### config.mk
export PLATFORM = sky130hd
export DESIGN_NAME = gray_ptr_monitor
export DESIGN_NICKNAME = d
export VERILOG_FILES = /design/src/rtl/gray_ptr_monitor.sv
export SDC_FILE = /design/constraint.sdc
export NUM_CORES = 1
export LEC_CHECK = 0
export ABC_CLOCK_PERIOD_IN_PS = 4400
export CAP_MARGIN = 10
export CORE_AREA = 5 5 57 54
export CTS_CLUSTER_SIZE = 10
export DETAILED_ROUTE_END_ITERATION = 6
export DIE_AREA = 0 0 62 59
export GPL_TIMING_DRIVEN = 0
export PLACE_DENSITY = 0.79
export RECOVER_POWER = 50
export SYNTH_ARGS = -nofsm -noshare
export SYNTH_HDL_FRONTEND = slang
export SYNTH_SLANG_ARGS = --single-unit
### constraint.sdc
create_clock -name clk -period 4.4 [get_ports clk]
set_input_delay 0.66 -clock clk [delete_from_list [all_inputs] [get_ports clk]]
set_output_delay 0.66 -clock clk [all_outputs]
set_load 0.1 [all_outputs]
### src/rtl/gray_ptr_monitor.sv
`default_nettype none
// ============================================================================
// Module   : gray_ptr_monitor
// Purpose  : Receive-side monitor for a Gray-coded pointer stream. Decodes
//            each sample to binary, classifies it against the previously
//            accepted sample (hold / step-up / step-down / illegal jump) and
//            keeps a saturating count of illegal jumps.
// Revision : 1.0 - initial release
// ============================================================================
module gray_ptr_monitor #(
    parameter int DATA_WIDTH = 4
) (
    input  logic                  clk,
    input  logic                  rst,
    input  logic                  in_valid,
    input  logic [DATA_WIDTH-1:0] in_gray,
    output logic                  out_valid,
    output logic [DATA_WIDTH-1:0] out_bin,
    output logic                  out_hold,
    output logic                  out_up,
    output logic                  out_down,
    output logic                  err_jump,
    output logic [7:0]            err_count,
    output logic                  locked
);

    typedef enum logic [0:0] {
        SEEK = 1'b0,
        LOCK = 1'b1
    } state_t;

    localparam logic [DATA_WIDTH-1:0] ONE       = {{(DATA_WIDTH-1){1'b0}}, 1'b1};
    localparam logic [7:0]            COUNT_MAX = 8'hFF;

    state_t                  state;
    logic                    s1_valid;
    logic [DATA_WIDTH-1:0]   s1_gray;
    logic [DATA_WIDTH-1:0]   s1_bin;
    logic [DATA_WIDTH-1:0]   ref_gray;
    logic [DATA_WIDTH-1:0]   ref_bin;
    logic [DATA_WIDTH-1:0]   gray_diff;
    logic [5:0]              diff_count;
    logic                    is_step_up;

    // Stage 1: capture the incoming sample; reset discards anything in flight
    always_ff @(posedge clk) begin
        if (rst) begin
            s1_valid <= 1'b0;
            s1_gray  <= '0;
        end else begin
            s1_valid <= in_valid;
            s1_gray  <= in_gray;
        end
    end

    // Gray-to-binary decode: each binary bit is the XOR of all Gray bits at or above it
    always_comb begin
        s1_bin = '0;
        for (int i = 0; i < DATA_WIDTH; i++) begin
            s1_bin[i] = ^(s1_gray >> i);
        end
    end

    // Hamming distance between the staged sample and the reference
    always_comb begin
        gray_diff  = s1_gray ^ ref_gray;
        diff_count = '0;
        for (int i = 0; i < DATA_WIDTH; i++) begin
            diff_count = diff_count + {5'd0, gray_diff[i]};
        end
    end

    // A single-bit change is either +1 or -1 (mod 2^W); only +1 needs an explicit test
    assign is_step_up = (s1_bin == (ref_bin + ONE));

    // Stage 2: classify against the reference, update outputs, reference and state
    always_ff @(posedge clk) begin
        if (rst) begin
            state     <= SEEK;
            ref_gray  <= '0;
            ref_bin   <= '0;
            out_valid <= 1'b0;
            out_bin   <= '0;
            out_hold  <= 1'b0;
            out_up    <= 1'b0;
            out_down  <= 1'b0;
            err_jump  <= 1'b0;
            err_count <= '0;
            locked    <= 1'b0;
        end else begin
            out_valid <= 1'b0;
            out_hold  <= 1'b0;
            out_up    <= 1'b0;
            out_down  <= 1'b0;
            err_jump  <= 1'b0;
            if (s1_valid) begin
                out_valid <= 1'b1;
                out_bin   <= s1_bin;
                // Every accepted sample becomes the reference, including jumps (resync)
                ref_gray  <= s1_gray;
                ref_bin   <= s1_bin;
                case (state)
                    SEEK: begin
                        // First sample only establishes the reference; it is never classified
                        state  <= LOCK;
                        locked <= 1'b1;
                    end
                    LOCK: begin
                        if (diff_count == 6'd0) begin
                            out_hold <= 1'b1;
                        end else if (diff_count == 6'd1) begin
                            if (is_step_up) begin
                                out_up <= 1'b1;
                            end else begin
                                out_down <= 1'b1;
                            end
                        end else begin
                            err_jump <= 1'b1;
                            if (err_count != COUNT_MAX) begin
                                err_count <= err_count + 8'd1;
                            end
                        end
                    end
                    default: begin
                        state  <= SEEK;
                        locked <= 1'b0;
                    end
                endcase
            end
        end
    end

endmodule
`default_nettype wire

==> impl_results.md <==
* Outcome: finished, final reports clean
* Clk_skew at 9.201 ps
* PD cells at 302.8 nW/µm²
* Syn. warnings at 0
* Yosys reg bits at 27
* Switching share of power at 30.37%
* Antenna-violating nets left at 0
* Slew HR at 33.11%
* Site Rows at 17
* WL/cell at 13.19 µm
* Core Box Area at 2382 µm²
* Placed instance count at 179
* Initial Util at 51.10%
* Crit path DAT at 3030 ps
* Ant. Diodes at 0
* Vias at 1,001
* WHS Path Cells at 2
* Min-delay worst type: reg2reg
* Final instance area at 1523 µm²
* Post-CTS setup buffers at 0
* Tightest Pin Transition at 1000 ps
* CP Data Required Time at 4650 ps
* Area leader, netlist: dfxtp_1
* Count leader, synth: dfxtp_1
* Post-route setup TNS at 0 ps
* IO Port Bufs at 24
* CTS resizes at 0
* Iter 0 DRT Violations at 15
* RSZ-0062 raised after global routing: false
* F_max at 0.3601 GHz
* DR pass1 iterations at 4
* GRT overflow at 0
* Slew Viols, Final at 0
* Critical path type: reg2reg
* Mapped Area at 1217 µm²
* Combinational Power Share at 19.5%
* Die X at 62 µm
* Largest net degree at the start of global routing at 17
* Int Pwr at 0.3211 mW
* Area growth syn-to-layout at 25.08%
* Die area at 3658 µm²
* Placed Area at 1493 µm²
* Clock Latency Late Sink at 330 ps
* Sequential share of the synthesized area at 44.40%
* Max cap viols at 0
* Synth async-reset ratio at 0%
* Top cells by count, synth: 27 x dfxtp_1, 20 x nor2_1, 9 x mux2i_1
* Maximum clock path buffer count at 2
* Final Hold Slack at 502.0 ps
* GR Util All Layers at 13.93%
* Via-per-instance ratio at 5.470
* Hold Vio Cnt, Final at 0
* Clock sinks at 27
* Pleak at 0.6008 nW
* Worst VDD drop at 0.0001807 V
* Critical Path End Type: flop
* Top_reg_cell synth: dfxtp_1
* Clock transition at the registers of the reported paths at 150 ps
* Fin crit period at 2777 ps
* Root buf cell: clkbuf_4
* Share of layout cells above drive strength 1 at 7.097%
* Crit path launch type: flop
* RD Place Congestion at 0.7677
* H-tree levels at 1
* Final setup violation count at 0
* Number of buffers created by CTS at 3
* CTS tree: done
* First-pass GRT wire length at 3850 µm
* Synth top area cells: dfxtp_1 44%, mux2i_1 7.4%, nor2_1 6.2%
* Chip Height at 59 µm
* Final cycle utilization of the critical path at 63.11%
* Syn_nets at 139
* Post-synth top area share at 44.40%
* EDFF count, synth at 0
* I/O Pins at 25
* Final WL at 2414 µm
* Critical path fanouts, max at 6
* Post-Layout Cell Count at 183
* Initial antenna violation count at 0
* Post-Syn Area per Cell at 9.586 µm²
* Synth Instances at 127
* Hold_buf cts at 0
* Distinct cells, synth at 34
* DRC at 0
* NetSw at 0.1401 mW
* Clock power share at 23.9%
* Post-DP HPWL at 1803 µm
* R2r worst-path depth at 9
* Fin nets at 168
* Register share of total power at 56.5%
* Vias in the first global route at 877
## layer usage
| metal | global-route usage (%) | vias up | wire length (µm) |
|---|---|---|---|
| li1 | - | 495 | - |
| met1 | 18.07 | 464 | 1050 |
| met2 | 21.89 | 35 | 1152 |
| met3 | 2.832 | 7 | 150 |
| met4 | 6.364 | 0 | 61 |
| met5 | 0 | - | 0 |
## critical path, stage by stage, from the launching register on
cell      delay (ps)
dfxtp_1          460
xnor2_1          120
fa_1             540
inv_1             40
ha_1             200
ha_1             290
o211ai_1         400
nor2_1           170
and4_1           240
a211oi_1         220
## state kept, by name, indices dropped and copies added, names as in the netlist
name	cells
err_count	8
ref_gray	4
s1_gray	4
ref_bin	3
err_jump	1
locked	1
out_down	1
out_hold	1
out_up	1
out_valid	1
s1_valid	1
state	1
## power groups by stage
stage	clock network (mW)	registers, mW	logic [mW]
floorplan	0	0.290	0.0430
global placement	0	0.266	0.0879
detailed placement	0	0.266	0.0895
CTS	0.113	0.261	0.0910
global route	0.120	0.262	0.0974
finish	0.110	0.261	0.0901
## cell families (layout without fill, tap and decap cells)
| family | after synthesis | count (layout) | synth area share, % |
|---|---|---|---|
| flops | 27 | 27 | 44.40 |
| buf+inv | 9 | 37 | 3.700 |
| fa+ha+maj | 5 | 5 | 5.756 |
| xor+xnor | 10 | 10 | 7.812 |
| simple gates | 48 | 48 | 19.94 |
| compound gates | 19 | 19 | 11.00 |
| mux | 9 | 9 | 7.400 |
## worst paths after layout
check	slack [ps]	startpoint	to
max reg2reg	1620	s1_gray[0]	err_count[7]
min reg2reg	500	locked	locked
max	1620	s1_gray[0]	err_count[7]
min	500	locked	locked
## cell type report
cell class | instances | area, µm²
fill | 214 | 859.6
multi-input combinational | 91 | 631.9
sequential | 27 | 540.5
timing repair buffer | 24 | 240.2
tap | 28 | 35.03
buffer | 5 | 30.03
clock buffer | 3 | 22.52
inverter | 4 | 15.01
clock inverter | 1 | 7.507
## placed cells by master (no fill, tap or decap), types with 2 or more instances in the layout
cell	instances
xor2_1	3
nand3_1	5
nand4_1	2
inv_1	4
nor2b_1	6
ha_1	4
xnor2_1	6
nor3_1	2
nor2_1	20
clkbuf_4	3
a21oi_1	2
o21bai_1	4
nand3b_1	2
nand2_1	5
dfxtp_1	27
dlygate4sd3_1	4
a31oi_1	5
a211oi_1	3
clkbuf_1	2
mux2i_1	9
clkdlybuf4s50_1	20
## metrics by stage
| step | utilization (%) | worst slack (ps) | power [mW] |
|---|---|---|---|
| after floorplan | - | 1934 | 0.3334 |
| after global placement | 62.66 | 1775 | 0.3536 |
| after detailed placement | 62.66 | 1719 | 0.3556 |
| after CTS | 63.92 | 1613 | 0.4650 |
| after global routing | 63.92 | 1426 | 0.4796 |
| final | 63.92 | 1623 | 0.4611 |
(Power assumes the default switching activity.)
